$ cat src/rtl/video_timing_gen.sv
// Raster timing generator: free-running h/v counters, region decode and a
// registered output stage that pulls pixels from a valid/ready source.
module video_timing_gen #(
    parameter int DATA_W = 32,
    parameter int HTOTAL = 800,
    parameter int HVIS = 640,
    parameter int HFP = 16,
    parameter int HSW = 96,
    parameter int VTOTAL = 525,
    parameter int VVIS = 480,
    parameter int VFP = 10,
    parameter int VSW = 2,
    parameter int HBORDER = 0,
    parameter int VBORDER = 0,
    parameter logic HSYNC_POL = 1'b0,
    parameter logic VSYNC_POL = 1'b0,
    parameter logic [DATA_W-1:0] BORDER_COLOR = '0,
    parameter logic [DATA_W-1:0] UF_COLOR = '0,
    localparam int HW = $clog2(HTOTAL),
    localparam int VW = $clog2(VTOTAL)
) (
    input  logic              clk,
    input  logic              rst_n,
    input  logic              en,
    input  logic [DATA_W-1:0] pix_data,
    input  logic              pix_valid,
    output logic              pix_ready,
    output logic              hsync,
    output logic              vsync,
    output logic              blank,
    output logic              border,
    output logic [DATA_W-1:0] data,
    output logic              frame_start,
    output logic              underflow,
    input  logic              uf_clr,
    output logic [HW-1:0]     hpos,
    output logic [VW-1:0]     vpos
);

    logic [HW-1:0] hctr;
    logic [VW-1:0] vctr;
    logic [31:0]   hc;
    logic [31:0]   vc;
    logic          vis;
    logic          bord;
    logic          disp;
    logic          hs_act;
    logic          vs_act;
    logic          xfer;
    logic          hwrap;
    logic          vwrap;

    assign hc = 32'(hctr);
    assign vc = 32'(vctr);
    assign hwrap = (hc == HTOTAL - 1);
    assign vwrap = (vc == VTOTAL - 1);

    always_ff @(posedge clk or negedge rst_n) begin
        if (!rst_n) begin
            hctr <= '0;
            vctr <= '0;
        end else if (!en) begin
            hctr <= '0;
            vctr <= '0;
        end else if (hwrap) begin
            hctr <= '0;
            vctr <= vwrap ? '0 : vctr + 1'b1;
        end else begin
            hctr <= hctr + 1'b1;
        end
    end

    // Border zone is carved out of the visible window; with zero border widths
    // both edge comparisons are false so border never asserts.
    assign vis  = (hc < HVIS) && (vc < VVIS);
    assign bord = vis && ((hc < HBORDER) || (hc >= HVIS - HBORDER) ||
                          (vc < VBORDER) || (vc >= VVIS - VBORDER));
    assign disp = vis && !bord;

    assign hs_act = (hc >= HVIS + HFP) && (hc < HVIS + HFP + HSW);
    assign vs_act = (vc >= VVIS + VFP) && (vc < VVIS + VFP + VSW);

    assign pix_ready = en && disp;
    assign xfer      = pix_valid && pix_ready;

    always_ff @(posedge clk or negedge rst_n) begin
        if (!rst_n) begin
            hsync       <= ~HSYNC_POL;
            vsync       <= ~VSYNC_POL;
            blank       <= 1'b1;
            border      <= 1'b0;
            data        <= '0;
            frame_start <= 1'b0;
        end else if (!en) begin
            hsync       <= ~HSYNC_POL;
            vsync       <= ~VSYNC_POL;
            blank       <= 1'b1;
            border      <= 1'b0;
            data        <= '0;
            frame_start <= 1'b0;
        end else begin
            hsync       <= hs_act ? HSYNC_POL : ~HSYNC_POL;
            vsync       <= vs_act ? VSYNC_POL : ~VSYNC_POL;
            blank       <= ~vis;
            border      <= bord;
            frame_start <= (hctr == '0) && (vctr == '0);
            if (xfer)
                data <= pix_data;
            else if (bord)
                data <= BORDER_COLOR;
            else if (disp)
                data <= UF_COLOR;
            else
                data <= '0;
        end
    end

    // A starved display slot is flagged but the source is not advanced.
    always_ff @(posedge clk or negedge rst_n) begin
        if (!rst_n)
            underflow <= 1'b0;
        else if (disp && en && !pix_valid)
            underflow <= 1'b1;
        else if (uf_clr)
            underflow <= 1'b0;
    end

    assign hpos = hctr;
    assign vpos = vctr;

endmodule
$ cat config.mk
export PLATFORM = sky130hd
export DESIGN_NAME = video_timing_gen
export DESIGN_NICKNAME = d
export VERILOG_FILES = /design/src/rtl/video_timing_gen.sv
export SDC_FILE = /design/constraint.sdc
export NUM_CORES = 1
export LEC_CHECK = 0
export CORE_AREA = 2 2 106 108
export DETAILED_ROUTE_END_ITERATION = 12
export DIE_AREA = 0 0 108 110
export SKIP_CTS_REPAIR_TIMING = 1
export SYNTH_ARGS = -nofsm -noshare
export SYNTH_HDL_FRONTEND = slang
export SYNTH_SLANG_ARGS = --single-unit
$ cat constraint.sdc
create_clock -name clk -period 6.28 [get_ports clk]
set_clock_uncertainty 0.05 [all_clocks]
set_input_delay 0.942 -clock clk [delete_from_list [all_inputs] [get_ports clk]]
set_output_delay 0.942 -clock clk [all_outputs]
set_load 0.01 [all_outputs]
==> metrics <==
post-synth cell types 37; CTS max path bufs 2; CTS tree done; ANT nets after route 0; worst-margin pin slew about 0.93 ns; clock-pin slew on the worst setup and hold paths approximately 0.060 ns; DRC errors left 0; vias around 2000; routability cong. 0.752; Final Cell Area about 0.0037 sq mm; worst hold-check path type reg2reg; critical setup path kind in2out; pin count of the biggest net entering global routing 59; Max stage delay cell, worst path clkdlybuf4s50_1; crit-path max cell delay approximately 0.69 ns; fin crit period between 3 and 4 ns; Max Clock Freq approximately 260 MHz; Synth top area share ~57%; wire per inst between 10 and 15 um; commonest non-fill, non-tap cell in the layout clkdlybuf4s50_1; gr usage total 11.3%; drt pass-1 iters 4; crit-path max FO 33; CTS root buffer clkbuf_8; initial antenna violation count 0; sequential cell area fraction in the yosys report between 50% and 60%; Arr. time, crit path between 2 and 3 ns; setup TNS 0 ns; most frequent CP cell clkdlybuf4s50_1; Clock Sinks 58; power per cell area between 200 and 250 mW/mm^2; Synth Net Count around 250; Overflow after GRT 0; DRT Wirelength around 6500 um; Syn Std Cell Area 0.00243 sq mm; leading area contributor after synthesis dfrtp_1; Worst EP required 5.29 ns; Starting Density between 20 and 25%; number of synthesized register bits 58; hpwl dp approximately 4600 um; VDD IR-drop max between 0.1 and 0.15 mV; Final Hold Vio Count 0; drt initial violations 89; core area about 0.011 sq mm; ant diodes 0; WHS between 0.4 and 0.5 ns; vias in the first global route roughly 1900; vias per cell approximately 4.4; critical path buffer and inverter count 4; Tcrit/Tclk final between 60% and 70%; filler instances 1100; Syn-to-layout area delta 52.1%; first-pass GRT wire length approximately 10000 um; I/O Buffers 95; max-cap viol count 0; top area cells in the synthesized netlist dfrtp_1 (57%), and3_1 (10%), dfstp_2 (3.2%); H-tree depth 3; placed inst area approximately 0.0035 sq mm; outcome finished, final reports clean; startpoint types input pin; full die area ~0.012 sq mm; Ys Warns 0; Power Total a little under 800 uW; proportion of layout cells with a drive suffix above 1 8.63%; die width around 110 um; I/O pin count between 90 and 100; total CTS buffers 9; most frequent cells in the layout clkdlybuf4s50_1 (94), dfrtp_1 (55), and3_1 (39); final cell count without fillers about 450; Slew headroom roughly two fifths; Die Height between 100 and 150 um; max-slew violation count 0; crit-path leading delay family buffers and inverters; Syn Area/Cell ~12 sq um; Pleak 0.00169 uW; Finish-stage setup viols 0; crit-path cells clkdlybuf4s50_1 -> nand4b_1 -> inv_1 -> buf_4 -> clkdlybuf4s50_1; RSZ-0062 raised after global routing no; CP Capture Type primary output; insertion delay to the later sink of the worst-skew pair 0.33 ns; Rows 38; Post-Syn Instances between 200 and 250; final net count approximately 350; Cells after DPL approximately 440
==> cells in the mapped netlist, drive strengths merged <==
cell / count
nand3: 11
nand2: 6
o22ai: 1
a22o: 4
o21ai: 6
or3: 1
xor2: 6
nor2b: 1
and4: 1
and2: 4
inv: 9
nor4b: 2
a221o: 2
nand4b: 3
xnor2: 2
o21bai: 1
nor3: 6
a21o: 1
o31ai: 3
nor4: 3
dfstp: 3
conb: 1
buf: 3
ha: 4
and3: 39
nand4: 3
dfrtp: 55
clkbuf: 7
mux2: 1
or2: 2
o31a: 1
a31oi: 2
or4b: 2
nor2: 14
==> cells by family (layout without fill, tap and decap cells) <==
family	count (synthesis)	count (layout)	synth area share [%]
XOR/XNOR	8	8	2.89
buffers and inverters	19	122	3.61
flip-flops	58	58	59.9
AO/OA/AOI/OAI	21	21	7.32
adder cells (fa/ha/maj)	4	4	2.06
multiplexers	1	1	0.464
AND/OR/NAND/NOR	98	98	23.6
other	1	1	0.154
==> registers in the layout (all words and copies together) (netlist names) <==
signal       count
data            32
hsync            1
vpos            10
underflow        1
frame_start      1
border           1
hpos            10
vsync            1
blank            1
==> final cells by class <==
type / count / area, sq um / share of cell area, %
clock buffers: 14 / 173 / 4.68
clock inverters: 2 / 10.0 / 0.271
inverters: 9 / 33.8 / 0.915
multi-input cells: 133 / 885 / 24.0
flip-flops and latches: 58 / 1460 / 39.4
well taps: 140 / 175 / 4.74
repair buffers: 97 / 961 / 26.0
==> worst register-to-register path, delay by kind of cell (launching register included) <==
kind / cells / cell delay, ns
AO/OA/AOI/OAI: 2 / 0.72
adder cells (fa/ha/maj): 1 / 0.19
buffers and inverters: 1 / 0.12
flip-flops: 1 / 0.43
AND/OR/NAND/NOR: 2 / 0.71
==> per-stage QoR <==
step	util [%]	worst slack (ns)
after global placement	32.8	2.47
after CTS	34.5	2.42
after global routing	34.5	2.30
after floorplan	-	3.84
final	34.5	2.46
after detailed placement	32.8	2.42
==> routing by layer <==
metal	wire length (um)	track usage [%]
met1	3040	15.5
met2	3090	16.2
met3	301	3.94
met4	83	4.67
met5	0	0
==> power breakdown <==
| part | internal [uW] | leakage, uW | switching (uW) | total (uW) |
|---|---|---|---|---|
| combinational | 48.3 | 0.000816 | 36.4 | 84.7 |
| sequential | 385 | 0.000776 | 5.33 | 391 |
| clock | 175 | 0.0000965 | 142 | 317 |
==> final timing paths <==
kind                           start   endpoint  slack (ns)  cells after the start
min                        underflow  underflow        0.49                      2
max reg2reg                  vpos[0]    vpos[6]        3.96                      6
min reg2reg                underflow  underflow        0.49                      2
min in group asynchronous      rst_n    hpos[1]        0.69                      2
max in group asynchronous      rst_n   data[25]        4.97                      2
max                               en  pix_ready        2.46                      5
Note: power is estimated with default switching activity, not from simulation.
